**src/rtl/mpc_types.sv**
```systemverilog
// Shared types for the multi-channel ROB retire controller.
//   NUM_CH     : number of issue channels
//   ch_id_t    : binary channel id
//   rr_ptr_t   : round-robin pointer
//   mpc_cfg_t  : block configuration (robWidth -> per-channel ROB depth 2**robWidth)
//   ch_inc()   : next channel, modulo NUM_CH
package mpc_types;

    localparam int NUM_CH = 3;

    typedef logic [1:0] ch_id_t;
    typedef logic [1:0] rr_ptr_t;

    typedef struct packed {
        logic [7:0] robWidth;
    } mpc_cfg_t;

    function automatic ch_id_t ch_inc(input ch_id_t ch);
        return (ch == ch_id_t'(NUM_CH - 1)) ? ch_id_t'(0) : ch + ch_id_t'(1);
    endfunction

endpackage

```
**src/rtl/ns_gnrl_dfflr.sv**
```systemverilog
// Generic flop with load enable, async active-low reset to zero.
//   clk, rst_n : clock / async reset
//   lden       : load enable
//   dnxt       : next value (taken when lden)
//   qout       : registered value
module ns_gnrl_dfflr #(
    parameter int DW = 1
) (
    input  logic          clk,
    input  logic          rst_n,
    input  logic          lden,
    input  logic [DW-1:0] dnxt,
    output logic [DW-1:0] qout
);
    always_ff @(posedge clk or negedge rst_n) begin
        if (!rst_n)    qout <= '0;
        else if (lden) qout <= dnxt;
    end
endmodule

```
**src/rtl/ns_gnrl_dffr.sv**
```systemverilog
// Generic flop, async active-low reset to zero, loads every cycle.
//   clk, rst_n : clock / async reset
//   dnxt       : next value
//   qout       : registered value
module ns_gnrl_dffr #(
    parameter int DW = 1
) (
    input  logic          clk,
    input  logic          rst_n,
    input  logic [DW-1:0] dnxt,
    output logic [DW-1:0] qout
);
    always_ff @(posedge clk or negedge rst_n) begin
        if (!rst_n) qout <= '0;
        else        qout <= dnxt;
    end
endmodule

```
**src/rtl/rob_chnl_tracker.sv**
```systemverilog
// Per-channel ROB tracking: allocated/done bitmaps, retire head and occupancy.
// All enables arrive pre-qualified by the top (illegal updates never reach here).
//   alloc_en/alloc_id : mark an entry allocated
//   done_en/done_id   : mark an entry completed
//   ret_en            : retire the head entry (clear bits, advance head)
//   alloc_bm, done_bm : registered bitmaps (used by the top for legality checks)
//   head, count       : retire pointer and occupancy
//   eligible          : head entry is allocated and done
module rob_chnl_tracker #(
    parameter int          IW = 2,
    parameter int unsigned D  = 4
) (
    input  logic                 clk,
    input  logic                 rst_n,
    input  logic                 alloc_en,
    input  logic [IW-1:0]        alloc_id,
    input  logic                 done_en,
    input  logic [IW-1:0]        done_id,
    input  logic                 ret_en,
    output logic [(1<<IW)-1:0]   alloc_bm,
    output logic [(1<<IW)-1:0]   done_bm,
    output logic [IW-1:0]        head,
    output logic [IW:0]          count,
    output logic                 eligible
);
    localparam int BM = 1 << IW;
    localparam int CW = IW + 1;

    logic [BM-1:0] alloc_nxt, done_nxt;
    logic [IW-1:0] head_nxt;
    logic [CW-1:0] count_nxt;

    // Set and clear never hit the same bit: a set on an allocated/done entry
    // (including the retiring head) is rejected upstream.
    always_comb begin
        alloc_nxt = alloc_bm;
        done_nxt  = done_bm;
        if (alloc_en) alloc_nxt[alloc_id] = 1'b1;
        if (done_en)  done_nxt[done_id]   = 1'b1;
        if (ret_en) begin
            alloc_nxt[head] = 1'b0;
            done_nxt[head]  = 1'b0;
        end
    end

    // D need not equal 2**IW (degenerate configs), so wrap explicitly.
    assign head_nxt  = (head == IW'(D - 1)) ? '0 : head + IW'(1);
    assign count_nxt = alloc_en ? count + CW'(1) : count - CW'(1);

    ns_gnrl_dffr  #(.DW(BM)) u_alloc (.clk(clk), .rst_n(rst_n), .dnxt(alloc_nxt), .qout(alloc_bm));
    ns_gnrl_dffr  #(.DW(BM)) u_done  (.clk(clk), .rst_n(rst_n), .dnxt(done_nxt),  .qout(done_bm));
    ns_gnrl_dfflr #(.DW(IW)) u_head  (.clk(clk), .rst_n(rst_n), .lden(ret_en),
                                      .dnxt(head_nxt), .qout(head));
    // Simultaneous alloc + retire leaves the count unchanged.
    ns_gnrl_dfflr #(.DW(CW)) u_count (.clk(clk), .rst_n(rst_n), .lden(alloc_en ^ ret_en),
                                      .dnxt(count_nxt), .qout(count));

    assign eligible = alloc_bm[head] & done_bm[head];

endmodule

```
**src/rtl/rob_retire_ctrl.sv**
```systemverilog
// In-order retire controller for three independent per-channel ROBs.
// Tracks allocation/completion per channel and retires each channel's head
// in order, arbitrating round-robin across channels.
//   clk, rst_n                          : clock / async active-low reset
//   u_valid, u_channel_1hot_id, u_rob_id : issue (allocation) request
//   u_ready                             : per-channel not-full
//   c_valid, c_channel_id, c_rob_id     : completion report
//   d_valid, d_ready, d_channel_id, d_rob_id : retire handshake
//   err                                 : registered one-cycle protocol-violation pulse
module rob_retire_ctrl
    import mpc_types::*;
#(
    parameter mpc_cfg_t Cfg        = '0,
    parameter type      robWidth_t = logic
) (
    input  logic       clk,
    input  logic       rst_n,
    input  logic       u_valid,
    input  logic [2:0] u_channel_1hot_id,
    input  robWidth_t  u_rob_id,
    output logic [2:0] u_ready,
    input  logic       c_valid,
    input  logic [1:0] c_channel_id,
    input  robWidth_t  c_rob_id,
    output logic       d_valid,
    input  logic       d_ready,
    output logic [1:0] d_channel_id,
    output robWidth_t  d_rob_id,
    output logic       err
);
    localparam int          IW = $bits(robWidth_t);
    localparam int unsigned D  = 1 << Cfg.robWidth;
    localparam int          BM = 1 << IW;
    localparam int          CW = IW + 1;

    logic [NUM_CH-1:0][BM-1:0] alloc_bm, done_bm;
    logic [NUM_CH-1:0][IW-1:0] head;
    logic [NUM_CH-1:0][CW-1:0] count;
    logic [NUM_CH-1:0]         eligible, alloc_en, alloc_bad, done_en, ret_en;

    logic [IW-1:0] u_id, c_id;
    logic          u_1hot, c_bad, err_nxt, hs;
    rr_ptr_t       rr_q;
    ch_id_t        scan, pick_ch, grant_ch, lock_ch_q;
    logic          pick_vld, lock_q;

    assign u_id   = u_rob_id;
    assign c_id   = c_rob_id;
    assign u_1hot = $onehot(u_channel_1hot_id);
    assign hs     = d_valid & d_ready;

    for (genvar i = 0; i < NUM_CH; i++) begin : g_ch
        assign u_ready[i] = count[i] < CW'(D);

        // Allocation into a full channel or onto a live entry is dropped.
        assign alloc_bad[i] = u_valid & u_1hot & u_channel_1hot_id[i]
                            & (~u_ready[i] | alloc_bm[i][u_id]);
        assign alloc_en[i]  = u_valid & u_1hot & u_channel_1hot_id[i] & ~alloc_bad[i];

        // A completion to the retiring head finds done=1 and is rejected here.
        assign done_en[i] = c_valid & (c_channel_id == ch_id_t'(i))
                          & alloc_bm[i][c_id] & ~done_bm[i][c_id];

        assign ret_en[i] = hs & (grant_ch == ch_id_t'(i));

        rob_chnl_tracker #(.IW(IW), .D(D)) u_trk (
            .clk      (clk),
            .rst_n    (rst_n),
            .alloc_en (alloc_en[i]),
            .alloc_id (u_id),
            .done_en  (done_en[i]),
            .done_id  (c_id),
            .ret_en   (ret_en[i]),
            .alloc_bm (alloc_bm[i]),
            .done_bm  (done_bm[i]),
            .head     (head[i]),
            .count    (count[i]),
            .eligible (eligible[i])
        );
    end

    // Any valid completion that did not land (bad channel, unallocated, or
    // already done) is a violation.
    assign c_bad   = c_valid & ~(|done_en);
    assign err_nxt = (u_valid & ~u_1hot) | (|alloc_bad) | c_bad;

    ns_gnrl_dffr #(.DW(1)) u_err (.clk(clk), .rst_n(rst_n), .dnxt(err_nxt), .qout(err));

    // Round-robin scan starting at rr_q.
    always_comb begin
        pick_vld = 1'b0;
        pick_ch  = '0;
        scan     = rr_q;
        for (int k = 0; k < NUM_CH; k++) begin
            if (!pick_vld && eligible[scan]) begin
                pick_vld = 1'b1;
                pick_ch  = scan;
            end
            scan = ch_inc(scan);
        end
    end

    // Once offered, a grant is frozen until accepted. Channels becoming
    // eligible during a stall could otherwise steal the grant, since an
    // eligible head stays eligible until it retires.
    assign grant_ch = lock_q ? lock_ch_q : pick_ch;

    ns_gnrl_dffr #(.DW(1)) u_lock (.clk(clk), .rst_n(rst_n),
                                   .dnxt(d_valid & ~d_ready), .qout(lock_q));
    ns_gnrl_dffr #(.DW(2)) u_lock_ch (.clk(clk), .rst_n(rst_n),
                                      .dnxt(grant_ch), .qout(lock_ch_q));
    ns_gnrl_dfflr #(.DW(2)) u_rr (.clk(clk), .rst_n(rst_n), .lden(hs),
                                  .dnxt(ch_inc(grant_ch)), .qout(rr_q));

    assign d_valid      = |eligible;
    assign d_channel_id = grant_ch;
    assign d_rob_id     = robWidth_t'(head[grant_ch]);

endmodule

```
**config.mk**
```make
export PLATFORM = sky130hd
export DESIGN_NAME = rob_retire_ctrl
export DESIGN_NICKNAME = d
export VERILOG_FILES = /design/src/rtl/mpc_types.sv /design/src/rtl/ns_gnrl_dfflr.sv /design/src/rtl/ns_gnrl_dffr.sv /design/src/rtl/rob_chnl_tracker.sv /design/src/rtl/rob_retire_ctrl.sv
export SDC_FILE = /design/constraint.sdc
export NUM_CORES = 1
export LEC_CHECK = 0
export ABC_AREA = 1
export BUFFER_PORTS_ARGS = -buffer_cell sky130_fd_sc_hd__buf_2
export CORE_AREA = 2 2 59 61
export CTS_BUF_LIST = sky130_fd_sc_hd__clkbuf_8
export DETAILED_ROUTE_END_ITERATION = 10
export DIE_AREA = 0 0 61 63
export GPL_TIMING_DRIVEN = 1
export MAX_ROUTING_LAYER = met4
export PLACE_DENSITY = 0.74
export REMOVE_ABC_BUFFERS = 1
export SKIP_LAST_GASP = 1
export SYNTH_ARGS = -nofsm -noshare
export SYNTH_HDL_FRONTEND = slang
export SYNTH_HIERARCHICAL = 1
export SYNTH_SLANG_ARGS = --single-unit
export TNS_END_PERCENT = 10
```
**constraint.sdc**
```tcl
create_clock -name clk -period 5 [get_ports clk]
set_input_delay 0.25 -clock clk [delete_from_list [all_inputs] [get_ports clk]]
set_output_delay 0.25 -clock clk [all_outputs]
set_load 0.01 [all_outputs]
```
==> run_results.csv, run 1 <==
group,metric,value,unit
drt,drc,0,
power_and_ir_drop,netSwitchingFraction,48.3,%
power_and_ir_drop,switching_power,533,uW
cts,cts.clk_slew.worst_paths,90,ps
cells_and_area,drive_gt1_share,11.5,%
yosys,synth_seq_cells,27,
floorplanning,coreArea,3230,um^2
global_route,grt_pass1_vias,1396,
worst_setup_path,endpoint_kind,"register",
global_route,grt_max_degree,28,
timing,setup_violations,0,
cts,hold_buffers,1,
worst_setup_path,cp_slowest_stage_delay,480,ps
cts,ctsResizeCount,0,
global_route,grt_pass1_wl,6240,um
min_path,hold_depth,2,
run,cap_violations,0,
floorplanning,die-height,63,um
worst_setup_path,crit_path_start_kind,"register",
worst_setup_path,crit_arrival,2680,ps
worst_setup_path,r2r_cells,15,
timing,slew_violations,0,
floorplanning,rows,21,
floorplanning,ios,20,
floorplanning,die_area,3840,um^2
floorplanning,initial_core_util,53.2,%
cells_and_area,antenna_cells,0,
timing,tightest_slew,744,ps
cts,h-tree-depth,1,
worst_setup_path,crit_chain,"inv_1 > nand3_1 > nand2_1 > inv_1 > nor3_1 > nor2_2 > nand3_1 > nand3_1 > nand2_2 > nand2_4 > nor3_1 > xor2_1 > inv_1 > nand2_1 > nand2_1",
timing,finalHoldViolCount,0,
drt,vias,1592,
timing,min_period_over_period,50.1,%
power_and_ir_drop,p_comb_share,52.5,%
worst_setup_path,worstPathMaxFanout,7,
timing,rsz0062_at_grt,"false",
place,io_buffer_count,19,
outcome,outcome,"complete, no violations",
drt,drt_pass1_iterations,4,
place,gp_congestion,0.849,
power_and_ir_drop,power.density,571,nW/um^2
worst_setup_path,rr_endpoint,"g_ch[2].u_trk/u_count/qout[0]$_DFFE_PN0P_",
worst_setup_path,crit_family,"simple AND/OR/NAND/NOR gates",
yosys,synth_area,1720,um^2
drt,wire_per_inst,10.8,um
global_route,overflow,0,
cells_and_area,area_growth_syn_to_layout,12.1,%
cts,cts_buffers,3,
yosys,ys_types,24,
yosys,ys_seq_area_share,39.3,%
drt,drt_iter0_markers,89,
cts,cts_root_buffer,"clkbuf_8",
timing,fin_skew,3.55,ps
place,pre_cts_ws,2560,ps
cells_and_area,utilization,59.7,%
yosys,syn-mean-instance-area,6.54,um^2
drt,vias_per_cell,4.78,
timing,slew-limit-headroom,50.3,%
timing,worst_slack,2500,ps
worst_setup_path,timing_worst_setup_path_type,"reg -> reg",
cells_and_area,final_cell_mix,"81 x nand2_1, 58 x inv_1, 27 x dfrtp_1, 24 x nor2_1, 21 x nand3_1",
cts,clock-sinks,27,
cells_and_area,mostFrequentLayoutCell,"nand2_1",
cts,clk_path_buf_depth,2,
power_and_ir_drop,power_frac_seq,36.2,%
power_and_ir_drop,p_leak,0.00111,uW
power_and_ir_drop,clock_power_share,11.3,%
drt,antenna_left,0,
cts,clk_latency,280,ps
worst_setup_path,required,5170,ps
cts,post_cts_buffers,0,
power_and_ir_drop,power,1100,uW
global_route,grt_util_all_layers,21.9,%
worst_setup_path,cpMaxStageDelayCell,"nor3_1",
worst_setup_path,crit-reg2reg-launch,"g_ch[0].u_trk/u_head/qout$_DFFE_PN0P_",
cts,cts_tree,"yes",
worst_setup_path,reg2reg_setup_slack,2500,ps
min_path,holdPathEnd,"u_lock/qout$_DFF_PN0_",
floorplanning,die_x,61,um
min_path,hold_path.startpoint,"d_ready",
cells_and_area,fin_nets,301,
timing,min_period,2500,ps
timing,max_freq,0.400,GHz
drt,wl,3600,um
place,dp_hpwl,2780,um
yosys,synth_cells,263,
power_and_ir_drop,p_int,569,uW
worst_setup_path,cp.buffers_inverters,3,
min_path,hold_path_class,"in -> reg",
power_and_ir_drop,vdd.ir_drop.worst,0.000230,V
global_route,antenna_found_initial,0,
yosys,ys_warn_count,6,
timing,fin_setup_tns,0,ps
==> layer usage <==
metal / part of all wire [%] / GRT usage, % / vias to the layer above
li1: - / - / 850
met1: 50 / 32.4 / 703
met2: 43 / 31.2 / 34
met3: 5.4 / 3.31 / 5
met4: 1.1 / 5.71 / 0
met5: 0 / - / -
==> cells by family after synthesis <==
| logic type | after synthesis | share of synthesized area [%] |
|---|---|---|
| and+or+nand+nor | 144 | 35.9 |
| buffers and inverters | 62 | 13.5 |
| DFF | 27 | 39.3 |
| AOI/OAI and AO/OA | 23 | 7.93 |
| xor gates and xnor gates | 3 | 1.53 |
| other | 3 | 0.654 |
| adders and majority gates | 1 | 1.16 |
==> worst reg2reg max path, cell delays in order, from the launching register on <==
cell,delay [ps]
dfrtp_1,450
inv_1,110
nand3_1,70
nand2_1,100
inv_1,90
nor3_1,190
nor2_2,80
nand3_1,70
nand3_1,100
nand2_2,110
nand2_4,70
nor3_1,480
xor2_1,290
inv_1,90
nand2_1,60
nand2_1,50
==> how the worst max path moves through the flow <==
stage                                                startpoint                                   endpoint  slack (ps)  cells after the start
after floorplan           g_ch[0].u_trk/u_head/qout$_DFFE_PN0P_  g_ch[0].u_trk/u_count/qout[1]$_DFFE_PN0P_        2920                     15
after global placement    g_ch[0].u_trk/u_head/qout$_DFFE_PN0P_  g_ch[2].u_trk/u_count/qout[0]$_DFFE_PN0P_        2600                     15
after detailed placement  g_ch[0].u_trk/u_head/qout$_DFFE_PN0P_  g_ch[2].u_trk/u_count/qout[1]$_DFFE_PN0P_        2560                     15
after CTS                 g_ch[0].u_trk/u_head/qout$_DFFE_PN0P_  g_ch[2].u_trk/u_count/qout[0]$_DFFE_PN0P_        2520                     15
after global routing      g_ch[2].u_trk/u_head/qout$_DFFE_PN0P_  g_ch[2].u_trk/u_count/qout[0]$_DFFE_PN0P_        2190                     13
final                     g_ch[0].u_trk/u_head/qout$_DFFE_PN0P_  g_ch[2].u_trk/u_count/qout[0]$_DFFE_PN0P_        2500                     15
==> power groups by stage <==
stage | Combinational, uW | Clock (uW) | Sequential (uW)
2_1_floorplan | 436 | 0 | 380
3_3_place_gp | 568 | 0 | 405
3_5_place_dp | 575 | 0 | 402
4_1_cts | 577 | 128 | 399
5_1_grt | 676 | 139 | 413
6_report | 579 | 124 | 399
==> synthesized netlist by cell type (all sizes together) <==
master,instances,area share [%]
a31oi,1,0.36
dfrtp,27,39
nor2,25,5.6
o2111ai,2,1.0
nand2,84,19
nand4,5,1.8
nor3b,1,0.44
nand3,22,6.7
o21ai,10,2.9
nor3,7,2.3
conb,3,0.65
o211a,1,0.58
xor2,3,1.5
fa,1,1.2
a21oi,6,1.7
a21boi,1,0.44
inv,62,14
o211ai,2,0.87
==> cell type report <==
class	count	area (um^2)
Fill cell	309	1300
Multi-Input combinational cell	174	812
Sequential cell	27	676
Inverter	62	233
Timing Repair Buffer	20	105
Tap cell	46	57.6
Clock buffer	3	41.3
Clock inverter	1	3.75
==> through the flow <==
step / instance area, um^2 / cells / hold WS, ps
final: 1930 / 333 / 128
after detailed placement: 1870 / 328 / 299
after global routing: 1930 / 333 / 122
after floorplan: 1720 / 263 / -45.6
after CTS: 1930 / 333 / 126
after global placement: 1870 / 328 / 306
==> state kept, by name, indices dropped and copies added (netlist names) <==
| register | count |
|---|---|
| u_rr/qout | 2 |
| g_ch.u_trk/u_head/qout | 3 |
| g_ch.u_trk/u_done/qout | 6 |
| g_ch.u_trk/u_count/qout | 6 |
| u_err/qout | 1 |
| g_ch.u_trk/u_alloc/qout | 6 |
| u_lock/qout | 1 |
| u_lock_ch/qout | 2 |
No activity file was read; power rests on OpenSTA's default activity.
==> run 2, diff against run 1 <==
clock period = 2.58 ns   (was 5 ns; I/O delays follow)
==> run_results.csv, run 2 (synthesis results as in run 1) <==
group,metric,value,unit
worst_setup_path,crit-reg2reg-launch,"g_ch[0].u_trk/u_head/qout$_DFFE_PN0P_",
worst_setup_path,cp_slowest_stage_delay,440,ps
global_route,grt_util_all_layers,21.2,%
cts,cts.clk_slew.worst_paths,90,ps
floorplanning,rows,21,
cts,cts_tree,"yes",
worst_setup_path,crit_path_start_kind,"register",
timing,finalHoldViolCount,0,
worst_setup_path,cpMaxStageDelayCell,"dfrtp_1",
drt,vias_per_cell,4.83,
cells_and_area,final_cell_mix,"81 x nand2_1, 58 x inv_1, 27 x dfrtp_1, 24 x nor2_1, 21 x nand3_1",
place,dp_hpwl,2720,um
timing,setup_violations,0,
place,gp_congestion,0.940,
timing,timing.hold.ws,25.0,ps
global_route,grt_pass1_wl,6220,um
worst_setup_path,crit_arrival,2490,ps
power_and_ir_drop,vdd.ir_drop.worst,0.000456,V
floorplanning,die_area,3840,um^2
cells_and_area,antenna_cells,0,
cts,clock-sinks,27,
global_route,antenna_found_initial,0,
worst_setup_path,crit_path_start,"g_ch[0].u_trk/u_head/qout$_DFFE_PN0P_",
cells_and_area,fin_nets,303,
power_and_ir_drop,p_leak,0.00112,uW
timing,slew-limit-headroom,60.3,%
floorplanning,die-height,63,um
place,placed_area,1890,um^2
global_route,grt_pass1_vias,1491,
drt,vias,1619,
worst_setup_path,endpoint,"g_ch[2].u_trk/u_count/qout[1]$_DFFE_PN0P_",
worst_setup_path,required,2750,ps
cells_and_area,multi_input_area,817,um^2
cells_and_area,reg_top3,"g_ch.u_trk/u_alloc/qout x6, g_ch.u_trk/u_count/qout x6, g_ch.u_trk/u_done/qout x6",
drt,antenna_left,0,
worst_setup_path,timing_worst_setup_path_type,"reg -> reg",
global_route,overflow,0,
timing,fin_skew,4.66,ps
drt,drc,0,
place,io_buffer_count,19,
cts,clk_latency,270,ps
drt,wl,3450,um
worst_setup_path,crit_chain,"inv_1 > nand3_1 > nand2_1 > inv_1 > nor3_1 > nor2_2 > nand3_1 > nand3_1 > nand2_2 > nand2_4 > nor3_1 > buf_4 > xor2_1 > inv_1 > nand2_1 > nand2_1",
cts,cts_root_buffer,"clkbuf_8",
worst_setup_path,worstPathMaxFanout,7,
timing,tightest_slew,595,ps
cells_and_area,area_growth_syn_to_layout,13.2,%
drt,wire_per_inst,10.3,um
cts,cts_buffers,3,
timing,slew_violations,0,
global_route,grt_max_degree,28,
timing,fin_setup_tns,0,ps
timing,rsz0062_at_grt,"true",
cells_and_area,num-fill-cells,328,
worst_setup_path,r2r_cells,16,
min_path,hold_path_class,"in -> reg",
drt,drt_pass1_iterations,4,
timing,min_period,2330,ps
floorplanning,ios,20,
worst_setup_path,rr_endpoint,"g_ch[2].u_trk/u_count/qout[1]$_DFFE_PN0P_",
timing,max_freq,0.430,GHz
worst_setup_path,reg2reg_setup_slack,250,ps
worst_setup_path,crit_family,"simple AND/OR/NAND/NOR gates",
power_and_ir_drop,power.density,1090,nW/um^2
cells_and_area,drive_gt1_share,12.5,%
run,cap_violations,0,
cells_and_area,seq_area,676,um^2
cts,post_cts_buffers,0,
worst_setup_path,cp.buffers_inverters,4,
drt,drt_iter0_markers,70,
floorplanning,die_x,61,um
worst_setup_path,path_depth,16,
cells_and_area,mostFrequentLayoutCell,"nand2_1",
timing,min_period_over_period,90.1,%
cts,h-tree-depth,1,
floorplanning,initial_core_util,53.2,%
worst_setup_path,endpoint_kind,"register",
cts,clk_path_buf_depth,2,
outcome,outcome,"complete, no violations",
floorplanning,coreArea,3230,um^2
cells_and_area,postLayoutCellArea,1950,um^2
run 2: through the flow:
stage          std cells  utilization, %  power (uW)  worst slack (ps)
3_5_place_dp         330            58.4        1900               174
5_1_grt              335            60.3        2370             -26.1
3_3_place_gp         330            58.4        1890               199
2_1_floorplan        263               -        1580               496
4_1_cts              335            60.1        2140               150
6_report             335            60.3        2130               255
run 2: layout make-up:
cell class,instances,area share (%)
Timing Repair Buffer,22,6.17
Sequential cell,27,34.7
Multi-Input combinational cell,174,41.9
Inverter,62,11.9
Clock inverter,1,0.193
Clock buffer,3,2.12
Tap cell,46,2.95
run 2: how the worst min path moves through the flow:
stage | from | endpoint | slack (ps) | cells past startpoint
6_report | d_ready | u_lock/qout$_DFF_PN0_ | 20 | 2
5_1_grt | d_ready | u_lock/qout$_DFF_PN0_ | 20 | 2
4_1_cts | d_ready | u_lock/qout$_DFF_PN0_ | 10 | 2
3_5_place_dp | rst_n | g_ch[2].u_trk/u_count/qout[0]$_DFFE_PN0P_ | 180 | 1
3_3_place_gp | rst_n | g_ch[2].u_trk/u_count/qout[0]$_DFFE_PN0P_ | 190 | 1
2_1_floorplan | rst_n | g_ch[0].u_trk/u_alloc/qout[0]$_DFF_PN0_ | -170 | 0
run 2: worst reg2reg max path, cell delays in order (launching register included):
cell	delay, ps
dfrtp_1	440
inv_1	110
nand3_1	70
nand2_1	90
inv_1	80
nor3_1	190
nor2_2	90
nand3_1	70
nand3_1	90
nand2_2	110
nand2_4	80
nor3_1	210
buf_4	170
xor2_1	250
inv_1	90
nand2_1	60
nand2_1	40
run 2: per-layer routing:
layer  up-vias  GRT usage [%]  share of wire, %
li1        854              -                 -
met5         -              -                 0
met1       739           29.1                49
met3         4           2.69               2.6
met2        22           32.7                47
met4         0           5.71               1.2
run 2: where the power goes:
| part | switching [uW] | internal [uW] |
|---|---|---|
| clock network | 122 | 106 |
| logic | 721 | 405 |
| registers | 177 | 600 |
run 2: repair_timing:
| action | in CTS | in global routing |
|---|---|---|
| setup endpoints to repair | 0 | 6 |
| hold endpoints to repair | 27 | 0 |
| hold buffers | 1 | 0 |
| resized for setup | 0 | 1 |
==> run 3, diff against run 2 <==
==> constraint.sdc (replaced) <==
create_clock -name clk -period 2.58 [get_ports clk]
set_input_delay 0.516 -clock clk [delete_from_list [all_inputs] [get_ports clk]]
set_output_delay 0.516 -clock clk [all_outputs]
set_load 0.01 [all_outputs]
==> run_results.csv, run 3 (synthesis results as in run 1) <==
group,metric,value,unit
timing,finalHoldViolCount,0,
worst_setup_path,crit_family,"simple AND/OR/NAND/NOR gates",
global_route,antenna_found_initial,0,
power_and_ir_drop,power_frac_seq,34.2,%
drt,wire_per_inst,10.8,um
worst_setup_path,cpMaxStageDelayCell,"dfrtp_2",
worst_setup_path,cp_slowest_stage_delay,450,ps
global_route,grt_max_degree,28,
drt,drc,0,
drt,wl_met3,122,um
cts,h-tree-depth,1,
timing,min_period,2400,ps
worst_setup_path,reg2reg_setup_slack,270,ps
floorplanning,die_x,61,um
worst_setup_path,endpoint_kind,"output pin",
cts,cts_root_buffer,"clkbuf_8",
drt,drt_pass1_iterations,4,
drt,drt-met1-wl,1760,um
power_and_ir_drop,power,2310,uW
worst_setup_path,crit_path_start_kind,"register",
cts,cts_buffers,3,
power_and_ir_drop,p_comb_share,55.7,%
cts,clock-sinks,27,
drt,vias_per_cell,4.84,
cells_and_area,final_cell_mix,"78 x nand2_1, 55 x inv_1, 25 x dfrtp_1, 24 x nor2_1, 19 x buf_2",
drt,vias,1665,
power_and_ir_drop,netSwitchingFraction,47.1,%
cells_and_area,layout.cells.non_filler,344,
worst_setup_path,cp.buffers_inverters,4,
worst_setup_path,crit_top_cell,"nand3_1",
worst_setup_path,required,2060,ps
cts,clk_path_buf_depth,2,
cts,hold_buffers,0,
place,gp_congestion,0.869,
timing,rsz0062_at_grt,"true",
cells_and_area,reg_top3,"g_ch.u_trk/u_alloc/qout x6, g_ch.u_trk/u_count/qout x6, g_ch.u_trk/u_done/qout x6",
floorplanning,ios,20,
power_and_ir_drop,clock_power_share,10.2,%
worst_setup_path,worstPathMaxFanout,6,
worst_setup_path,r2r_cells,17,
timing,min_period_over_period,93.0,%
drt,top_layer,"met4",
floorplanning,initial_core_util,53.2,%
power_and_ir_drop,vdd.ir_drop.worst,0.000458,V
cells_and_area,antenna_cells,0,
global_route,overflow,0,
floorplanning,die-height,63,um
worst_setup_path,crit_chain,"inv_2 > nand3_1 > nand2_2 > inv_2 > nor3_2 > nor2_2 > nand3_1 > nand3_1 > nand2_2 > nand2_4 > inv_2 > nand3_1 > nand2_1 > buf_2",
timing,slew-limit-headroom,58.9,%
outcome,outcome,"complete, no violations",
drt,antenna_left,0,
timing,max_freq,0.417,GHz
cells_and_area,area_growth_syn_to_layout,18.8,%
worst_setup_path,timing_worst_setup_path_type,"reg -> out",
power_and_ir_drop,switching_power,1090,uW
cells_and_area,drive_gt1_share,19.1,%
power_and_ir_drop,p_leak,0.00117,uW
cts,cts_tree,"yes",
power_and_ir_drop,power.density,1130,nW/um^2
timing,fin_skew,3.78,ps
drt,wl,3720,um
cells_and_area,fin_nets,312,
drt,drt_iter0_markers,75,
floorplanning,rows,21,
place,dp_hpwl,2800,um
worst_setup_path,rr_endpoint,"g_ch[2].u_trk/u_count/qout[0]$_DFFE_PN0P_",
worst_setup_path,crit_arrival,1880,ps
floorplanning,coreArea,3230,um^2
worst_setup_path,crit-reg2reg-launch,"g_ch[0].u_trk/u_head/qout$_DFFE_PN0P_",
power_and_ir_drop,p_int,1220,uW
min_path,hold_path_class,"in -> async",
drt,dr_wl_met2,1770,um
global_route,grt_util_all_layers,22.4,%
global_route,grt_pass1_wl,6470,um
timing,slew_violations,0,
place,dpl.cell_count,333,
floorplanning,die_area,3840,um^2
cts,cts.clk_slew.worst_paths,90,ps
cts,clk_latency,270,ps
place,io_buffer_count,19,
timing,tightest_slew,617,ps
run,cap_violations,0,
cells_and_area,num-fill-cells,311,
global_route,grt_pass1_vias,1554,
timing,setup_violations,0,
cells_and_area,mostFrequentLayoutCell,"nand2_1",
run 3: cell count changes in the layout (fill, tap and decap cells not counted), sizes merged:
cell,delta
dlygate4sd3,-1
buf,+10
run 3: per-layer routing:
metal	global-route usage, %	vias to the layer above
met3	2.69	9
li1	-	868
met1	30.5	751
met2	34.0	37
met4	8.42	0
met5	-	-
run 3: worst reg2reg max path: stages, from the launching register on:
cell     delay, ps
dfrtp_2        450
inv_2           80
nand3_1         90
nand2_2         90
inv_2           70
nor3_2         120
nor2_2          60
nand3_1         60
nand3_1         90
nand2_2        100
nand2_4         70
buf_4          140
nor3_1         170
buf_4          160
xor2_1         250
inv_1           90
nand2_1         70
nand2_1         50
run 3: cell type report:
type                    count  area [um^2]  area share [%]
clock buffers               3         41.3            2.02
clock inverters             1         3.75           0.184
inverters                  62          233            11.4
multi-input cells         174          845            41.3
flip-flops and latches     27          678            33.2
well taps                  46         57.6            2.82
repair buffers             31          185            9.06
run 3: timing repair:
item | 4_1_cts | 5_1_grt
endpoints found under the setup margin | 0 | 3
resized for setup | 0 | 13
buffers inserted | 0 | 7
run 3: how the worst max path moves through the flow:
| stage | startpoint | endpoint | slack, ps | cells past startpoint |
|---|---|---|---|---|
| after floorplan | u_channel_1hot_id[0] | g_ch[1].u_trk/u_count/qout[1]$_DFFE_PN0P_ | 380 | 11 |
| after global placement | u_channel_1hot_id[0] | g_ch[1].u_trk/u_count/qout[1]$_DFFE_PN0P_ | 270 | 13 |
| after detailed placement | u_channel_1hot_id[0] | g_ch[1].u_trk/u_count/qout[1]$_DFFE_PN0P_ | 220 | 13 |
| after CTS | g_ch[0].u_trk/u_head/qout$_DFFE_PN0P_ | d_rob_id | 40 | 14 |
| after global routing | g_ch[1].u_trk/u_head/qout$_DFFE_PN0P_ | d_rob_id | -20 | 14 |
| final | g_ch[0].u_trk/u_head/qout$_DFFE_PN0P_ | d_rob_id | 180 | 14 |
run 3: stage by stage:
stage	area, um^2	setup TNS (ps)	hold WS (ps)	util [%]	setup WS [ps]
after floorplan	1720	0	220	-	379
after global placement	1910	0	507	59.1	273
after detailed placement	1910	0	518	59.1	222
after CTS	1960	0	262	60.5	43.9
after global routing	2040	-16.8	278	63.2	-16.8
final	2040	0	246	63.2	181
run 3: power by group through the flow:
stage | registers (uW) | logic (uW) | clock network, uW
after floorplan | 736 | 845 | 0
after global placement | 786 | 1120 | 0
after detailed placement | 787 | 1140 | 0
after CTS | 778 | 1140 | 242
after global routing | 813 | 1480 | 266
final | 788 | 1280 | 235
